[src/rtl/dw_div_seq.sv]
// Sequential restoring divider: quotient = a / b, remainder = a % b in exactly NUM_CYC cycles.
// Define DW_DIV_SEQ_HOLD_EN to make the hold input freeze an operation in progress.
module dw_div_seq #(
    parameter int unsigned A_WIDTH     = 32,
    parameter int unsigned B_WIDTH     = 32,
    parameter int unsigned TC_MODE     = 0,
    parameter int unsigned NUM_CYC     = 10,
    parameter int unsigned INPUT_MODE  = 1,
    parameter int unsigned OUTPUT_MODE = 1
) (
    input  logic               clk,
    input  logic               rst_n,
    input  logic               hold,
    input  logic               start,
    input  logic [A_WIDTH-1:0] a,
    input  logic [B_WIDTH-1:0] b,
    output logic               complete,
    output logic               divide_by_0,
    output logic [A_WIDTH-1:0] quotient,
    output logic [B_WIDTH-1:0] remainder
);

    localparam int unsigned K  = (A_WIDTH + NUM_CYC - 2) / (NUM_CYC - 1);
    localparam int unsigned N  = K * (NUM_CYC - 1);
    localparam int unsigned CW = $clog2(NUM_CYC);
    localparam logic [CW-1:0] LAST = CW'(NUM_CYC - 1);

    typedef enum logic {IDLE, BUSY} state_e;

    state_e             state_q, state_d;
    logic [CW-1:0]      cnt_q, cnt_d;
    logic [N-1:0]       dvd_q, dvd_d;
    logic [B_WIDTH-1:0] rem_q, rem_d;
    logic [A_WIDTH-1:0] a_q, a_d, quo_q, quo_d;
    logic [B_WIDTH-1:0] b_q, b_d, rmd_q, rmd_d;
    logic               cpl_q, cpl_d, dz_q, dz_d;

    logic [A_WIDTH-1:0] a_op, a_mag_in, q_mag;
    logic [B_WIDTH-1:0] b_op, b_mag;
    logic               a_neg, b_neg, step_en;
    logic [B_WIDTH:0]   rem_sh;
    logic [N-1:0]       dvd_w;
    logic [B_WIDTH-1:0] rem_w;

`ifdef DW_DIV_SEQ_HOLD_EN
    assign step_en = ~hold;
`else
    logic unused_hold;
    assign unused_hold = hold;
    assign step_en     = 1'b1;
`endif

    assign a_op     = (INPUT_MODE == 1) ? a_q : a;
    assign b_op     = (INPUT_MODE == 1) ? b_q : b;
    assign a_neg    = (TC_MODE == 1) && a_op[A_WIDTH-1];
    assign b_neg    = (TC_MODE == 1) && b_op[B_WIDTH-1];
    assign a_mag_in = ((TC_MODE == 1) && a[A_WIDTH-1]) ? -a : a;
    assign b_mag    = b_neg ? -b_op : b_op;
    assign q_mag    = dvd_q[A_WIDTH-1:0];

    always_comb begin
        state_d = state_q;
        cnt_d   = cnt_q;
        dvd_d   = dvd_q;
        rem_d   = rem_q;
        a_d     = a_q;
        b_d     = b_q;
        quo_d   = quo_q;
        rmd_d   = rmd_q;
        cpl_d   = cpl_q;
        dz_d    = dz_q;
        dvd_w   = dvd_q;
        rem_w   = rem_q;
        rem_sh  = '0;

        // Dividend is zero-extended to K*(NUM_CYC-1) bits, so surplus steps only shift in leading zeros.
        for (int unsigned i = 0; i < K; i++) begin
            rem_sh = {rem_w, dvd_w[N-1]};
            dvd_w  = {dvd_w[N-2:0], 1'b0};
            if (rem_sh >= {1'b0, b_mag}) begin
                rem_sh   = rem_sh - {1'b0, b_mag};
                dvd_w[0] = 1'b1;
            end
            rem_w = rem_sh[B_WIDTH-1:0];
        end

        if (state_q == BUSY && step_en) begin
            if (cnt_q == LAST) begin
                state_d = IDLE;
                cpl_d   = 1'b1;
                if (b_op == '0) begin
                    dz_d  = 1'b1;
                    quo_d = '1;
                    rmd_d = a_op[B_WIDTH-1:0];
                end else begin
                    dz_d  = 1'b0;
                    quo_d = (a_neg ^ b_neg) ? -q_mag : q_mag;
                    rmd_d = a_neg ? -rem_q : rem_q;
                end
            end else begin
                dvd_d = dvd_w;
                rem_d = rem_w;
                cnt_d = cnt_q + CW'(1);
            end
        end

        if (start) begin
            state_d              = BUSY;
            cnt_d                = '0;
            cpl_d                = 1'b0;
            dvd_d                = '0;
            dvd_d[A_WIDTH-1:0]   = a_mag_in;
            rem_d                = '0;
            a_d                  = a;
            b_d                  = b;
        end
    end

    always_ff @(posedge clk or negedge rst_n) begin
        if (!rst_n) begin
            state_q <= IDLE;
            cnt_q   <= '0;
            dvd_q   <= '0;
            rem_q   <= '0;
            a_q     <= '0;
            b_q     <= '0;
            quo_q   <= '0;
            rmd_q   <= '0;
            cpl_q   <= 1'b0;
            dz_q    <= 1'b0;
        end else begin
            state_q <= state_d;
            cnt_q   <= cnt_d;
            dvd_q   <= dvd_d;
            rem_q   <= rem_d;
            a_q     <= a_d;
            b_q     <= b_d;
            quo_q   <= quo_d;
            rmd_q   <= rmd_d;
            cpl_q   <= cpl_d;
            dz_q    <= dz_d;
        end
    end

    assign complete    = cpl_q;
    assign divide_by_0 = dz_q;
    assign quotient    = (OUTPUT_MODE == 0 && state_q == BUSY) ? dvd_q[A_WIDTH-1:0] : quo_q;
    assign remainder   = (OUTPUT_MODE == 0 && state_q == BUSY) ? rem_q : rmd_q;

endmodule

[config.mk]
export PLATFORM = sky130hd
export DESIGN_NAME = dw_div_seq
export DESIGN_NICKNAME = d
export VERILOG_FILES = /design/src/rtl/dw_div_seq.sv
export SDC_FILE = /design/constraint.sdc
export NUM_CORES = 1
export LEC_CHECK = 0
export ABC_AREA = 1
export CORE_MARGIN = 10
export CORE_UTILIZATION = 50
export CTS_CLUSTER_DIAMETER = 80
export CTS_CLUSTER_SIZE = 28
export DETAILED_ROUTE_END_ITERATION = 16
export PLACE_DENSITY = 0.68
export RECOVER_POWER = 50
export SYNTH_ARGS = -nofsm -noshare
export SYNTH_HDL_FRONTEND = slang
export SYNTH_SLANG_ARGS = --single-unit
[constraint.sdc]
create_clock -name clk -period 11 [get_ports clk]
set_input_delay 1.65 -clock clk [delete_from_list [all_inputs] [get_ports clk]]
set_output_delay 1.65 -clock clk [all_outputs]
set_load 0.02 [all_outputs]
# Word-level counts from Yosys, hierarchy flattened
# Cells that the tools add are included.
totals:
  register_bits: 203
  in_bits: 68
  out_inout_bits: 66
classes:
  addsub: 5
  magnitude_cmp: 4
  n_eq_ne: 2
  muxes: 26
  reduce_logical: 6
op_table:
  columns: ["cell", "count"]
  rows:
  - ["$mux 32", 9]
  - ["$ge 33x32->1", 4]
  - ["$sub 32x32->32", 4]
  - ["$mux 36", 3]
  - ["$logic_not 32->1", 1]
  - ["$mux 4", 3]
  - ["$mux 1", 11]
  - ["$reduce_and 2->1", 3]
  - ["$add 4x1->4 const B", 1]
  - ["$eq 4x4->1 const B", 1]
  - ["$reduce_bool 2->1", 2]
  - ["$ne 2x2->1 const B", 1]

# Longest topological paths before layout
logic_depth:
  ltp_word: 11
  mapped_depth: 66
  depth_no_buf: 61

# Worst setup path before layout
# Ideal clock, no wire load.
synth_timing:
  path_type: "flip-flop to flip-flop"
  start: "register b_q[1] (netlist: b_mag[1])"
  end: "register rem_q[10]"
  setup_ns: 0.118
  arrival_time_ns: 7.584
  required_ns: 10.882
  setup_slack_ns: 3.298
  stages_incl_launch_ff: 64
  synth_period_minus_slack_ns: 7.702
  cell_sequence: "dfrtp_1 inv_1 ha_1 nand2_1 nor2_2 nand3_1 nand3_1 nand2_1 nand3_2 nand2_2 nand2_4 buf_2 buf_2 nand2_1 nand2_1 inv_1 ha_1 nand2_1 (+28 left out) inv_1 ha_1 nand2_1 o21ai_0 nor2_1 o21ai_0 nand4_1 nand3_1 nand3_1 nand3_1 nand2_1 nand2_1 inv_1 nand3_4 buf_2 nand2_1 nand3_1 nand2_1"
synth_between:
  elab_chain_len: 11
  word_cells_on_any_way: 15
  cone_classes: "add/sub: 4; order compare: 4; mux: 7"
synth_rtl:
  columns: ["item", "line_no", "text"]
  rows:
  - ["start, declared", "35", "logic [B_WIDTH-1:0] b_q, b_d, rmd_q, rmd_d;"]
  - ["start signal, assigned", "126", "b_q <= '0;"]
  - ["start signal, assigned", "137", "b_q <= b_d;"]
  - ["$sub 32x32->32 or $ge 33x32->1 (tied branches)", "81, 80", null]
  - ["$mux 32", "80", "if (rem_sh >= {1'b0, b_mag}) begin"]
  - ["$sub 32x32->32 or $ge 33x32->1 (tied branches)", "81, 80", null]
  - ["$mux 32", "80", null]
  - ["$sub 32x32->32 or $ge 33x32->1 (tied branches)", "81, 80", null]
  - ["$mux 32", "80", null]
  - ["$sub 32x32->32 or $ge 33x32->1 (tied branches)", "81, 80", null]
  - ["$mux 32 (*)", "80", null]
  - ["$mux 32 (*)", "88", "if (cnt_q == LAST) begin"]
  - ["$mux 32 (*)", "87", "if (state_q == BUSY && step_en) begin"]
  - ["$mux 32 (*)", "107", "if (start) begin"]
  - ["end signal, assigned", "135", "rem_q <= rem_d;"]
  - ["end, declared", "33", "logic [B_WIDTH-1:0] rem_q, rem_d;"]
# Every way passes the cells marked *; elsewhere a longest branch is shown, timed or not. The select of a mux whose other input is x is not followed.
# A chain may end at the register's enable or synchronous reset.

# Final worst setup path
layout_timing:
  start: "register b_q[28] (netlist: b_mag[28])"
  end: "register rem_q[1]"
layout_between:
  elab_chain_len: 11
  word_cells_on_any_way: 15
  cone_classes: "add/sub: 4; order compare: 4; mux: 7"
layout_rtl:
  columns: ["item", "line_no"]
  rows:
  - ["$sub 32x32->32 or $ge 33x32->1 (tied branches)", "81, 80"]
  - ["$mux 32", "80"]
  - ["$sub 32x32->32 or $ge 33x32->1 (tied branches)", "81, 80"]
  - ["$mux 32", "80"]
  - ["$ge 33x32->1 or $sub 32x32->32 (tied branches)", "80, 81"]
  - ["$mux 32", "80"]
  - ["$sub 32x32->32 or $ge 33x32->1 (tied branches)", "81, 80"]
  - ["$mux 32 (*)", "80"]
  - ["$mux 32 (*)", "88"]
  - ["$mux 32 (*)", "87"]
  - ["$mux 32 (*)", "107"]
# Marked as above.

==> results.md <==
* Multi-input logic area at about 11000 sq um
* Final GP Congestion at roughly 1.1
* Final WL at approximately 72000 um
* Layout cells sized above 1 at under 10%
* Final setup viols at 0
* # fillers at between 3k and 4k
* Global route overflow at 0
* Critical path arrival at between 10000 and 15000 ps
* Max clock buf depth at 3
* Mapped Cells at approximately 2.8k
* CTS Buf Count at 11
* R2R depth at between 50 and 60
* Clk sinks at around 200
* Most frequent cells in the layout: nand2_1, inv_1, dfrtp_1
* Mapped Avg Cell Area at ~6.5 sq um
* RSZ-0062 raised after global routing: no
* Ys flop type: dfrtp_1
* Setup crit end kind: flop
* Worst path top cell family by delay: simple AND/OR/NAND/NOR gates
* Residual DRC at 0
* Post-synth EDFFs at 0
* # rows at just under 70
* Outcome: finished, violations left
* Hpwl dp at between 50000 and 60000 um
* CP Class: reg2reg
* R2R Path Start: b_mag[28]
* All-Layer GR Usage at approximately a third
* Hold buffers post-CTS at 0
* Crit Path Max Fanout at 31
* Total number of vias at just under 20k
* Most common cell after layout, fill and taps aside: nand2_1
* Die width at 210 um
* Ports at roughly 130
* Post-route ant nets at 0
* Iteration-0 DRC Markers at approximately 1.6k
* Max frequency at approximately 100 MHz
* Root Driver: clkbuf_16
* Vias in the first global route at around 19k
* Global-route wire length before repair at between 100000 and 150000 um
* Ant. Diodes at 0
* H-tree Lvls at 1
* IO Port Bufs at ~130
* CP max-delay cell: ha_1
* Critical Path Most Common Cell: nand2_1
* Worst hold path type: reg2reg
* Die Ht at 210 um
* Layout Skew at between 20 and 25 ps
* Warnings from Yosys at 0
* Pre-antenna DRT Iters at 6
* Register clock-pin slew on the reported worst setup and hold paths at 110 ps
* Mapped Area at ~18000 sq um
* TNS Setup at 0 ps
* Sequential fraction of the synthesis area at ~28%
* Fin crit share at between 90% and 100%
* Worst hold path stage count at 2
* Initial antenna violation count at 0
* Slew Viols, Final at about 390
* Synth Net Count at ~3k
* Via/cell ratio at ~5.7
* Fraction of registers with async set/reset at 100%
* Slowest Stage Delay on Critical Path at 420 ps
* Max-Cap Viols at 5
* Yosys cell types at 50
* FF+latch count, synth at ~200
* Startpoint types: flop
* CTS tree: yes
* Worst Path Buf+Inv at 14
* Reg area at between 5000 and 6000 sq um
* Violated checks: capacitance limit, slew limit
* # Post-CTS Setup Buffers at 0
* Final worst path period need at about 10000 ps
* Post-cts gate resize count at 0
* Worst skew pair latency at 480 ps
* R2R Setup Slk at roughly 1000 ps
* Layout net count at 3235
* Initial Util at between 50% and 60%
* Crit path required time at approximately 11000 ps
* Critical R2R Capture: rem_q[1]
* Hold endpoint: remainder[9]
* Wirelength per Cell at 20.6 um
* Slew margin rel. at -354%
* Core area at 35700 sq um
* Min-delay src: remainder[9]
* Hold Vio Cnt, Final at 0
* Worst-Margin Slew at ~7000 ps
* Synthesis-to-finish area growth at 17.9%
* Largest net degree at the start of global routing at around 130
* Die ar. at between 40000 and 50000 sq um
[metal layers]
| layer | share of wire, % | vias up | GRT usage, % |
|---|---|---|---|
| met5 | 0 | - | 0 |
| met2 | 48 | 715 | 54.6 |
| met3 | 5.9 | 167 | 2.54 |
| li1 | - | 9506 | - |
| met4 | 6.3 | 0 | 18.0 |
| met1 | 40 | 9414 | 38.0 |
[Yosys cell counts, types with 17 or more instances]
library cell | instances | area share, %
o221ai_1 | 29 | 1.4
xor2_1 | 42 | 2.0
xnor2_1 | 52 | 2.5
clkbuf_1 | 61 | 1.3
o211ai_1 | 38 | 1.6
ha_1 | 130 | 9.0
nor2_1 | 168 | 3.5
dfrtp_1 | 203 | 28
nand2_1 | 878 | 18
nand3_1 | 167 | 4.6
a21oi_1 | 122 | 3.4
inv_1 | 426 | 8.8
o21ai_0 | 200 | 5.5
nand3b_1 | 46 | 1.9
inv_2 | 17 | 0.35
buf_2 | 25 | 0.69
nand4_1 | 52 | 1.8
[registers in the layout, indices dropped and copies added (netlist names)]
name / count
divide_by_0: 1
b_mag: 32
dvd_q: 36
complete: 1
rem_q: 32
cnt_q: 4
a_op: 32
state_q: 1
quotient: 32
remainder: 32
[worst min-delay path: stages, from the launching register on]
cell     delay (ps)
dfrtp_1         360
nand2_1          50
o21ai_0          60
[final cells by class]
type,count,share of cell area (%)
Multi-Input combinational cell,2056,51.6
Sequential cell,203,23.7
Timing Repair Buffer,316,12.8
Inverter,445,7.81
Tap cell,461,2.70
Clock buffer,11,1.29
Clock inverter,2,0.117
[worst max-delay path by stage]
stage               from  depth (start not counted)        end
6_report       b_mag[28]                         57   rem_q[1]
5_1_grt        b_mag[28]                         58   rem_q[5]
4_1_cts        b_mag[28]                         57   rem_q[1]
3_5_place_dp   b_mag[28]                         57   rem_q[1]
3_3_place_gp   b_mag[28]                         54   rem_q[1]
2_1_floorplan   b_mag[1]                         63  rem_q[10]
[metrics by stage]
stage	instances	cell area, sq um	utilization, %	worst slack (ps)	hold slack [ps]
global placement	3481	21100	59.2	1430	464
detailed placement	3481	21100	59.2	1290	479
CTS	3494	21400	60.1	1250	504
floorplan	2793	18100	-	3300	485
global route	3494	21400	60.0	485	513
finish	3494	21400	60.0	1030	496
[cells by family (layout without fill, tap and decap cells)]
family | count (synthesis) | in the layout | share of synthesized area, %
AND/OR/NAND/NOR | 1376 | 1376 | 32.4
buffers and inverters | 534 | 774 | 11.2
AO/OA/AOI/OAI | 451 | 451 | 14.3
flip-flops | 203 | 203 | 28.0
adder cells (fa/ha/maj) | 134 | 134 | 9.41
XOR/XNOR | 94 | 94 | 4.54
multiplexers | 1 | 1 | 0.0552
Power is not shown: default switching activity piles up to over one toggle a cycle in this logic, so the estimate is an artifact.
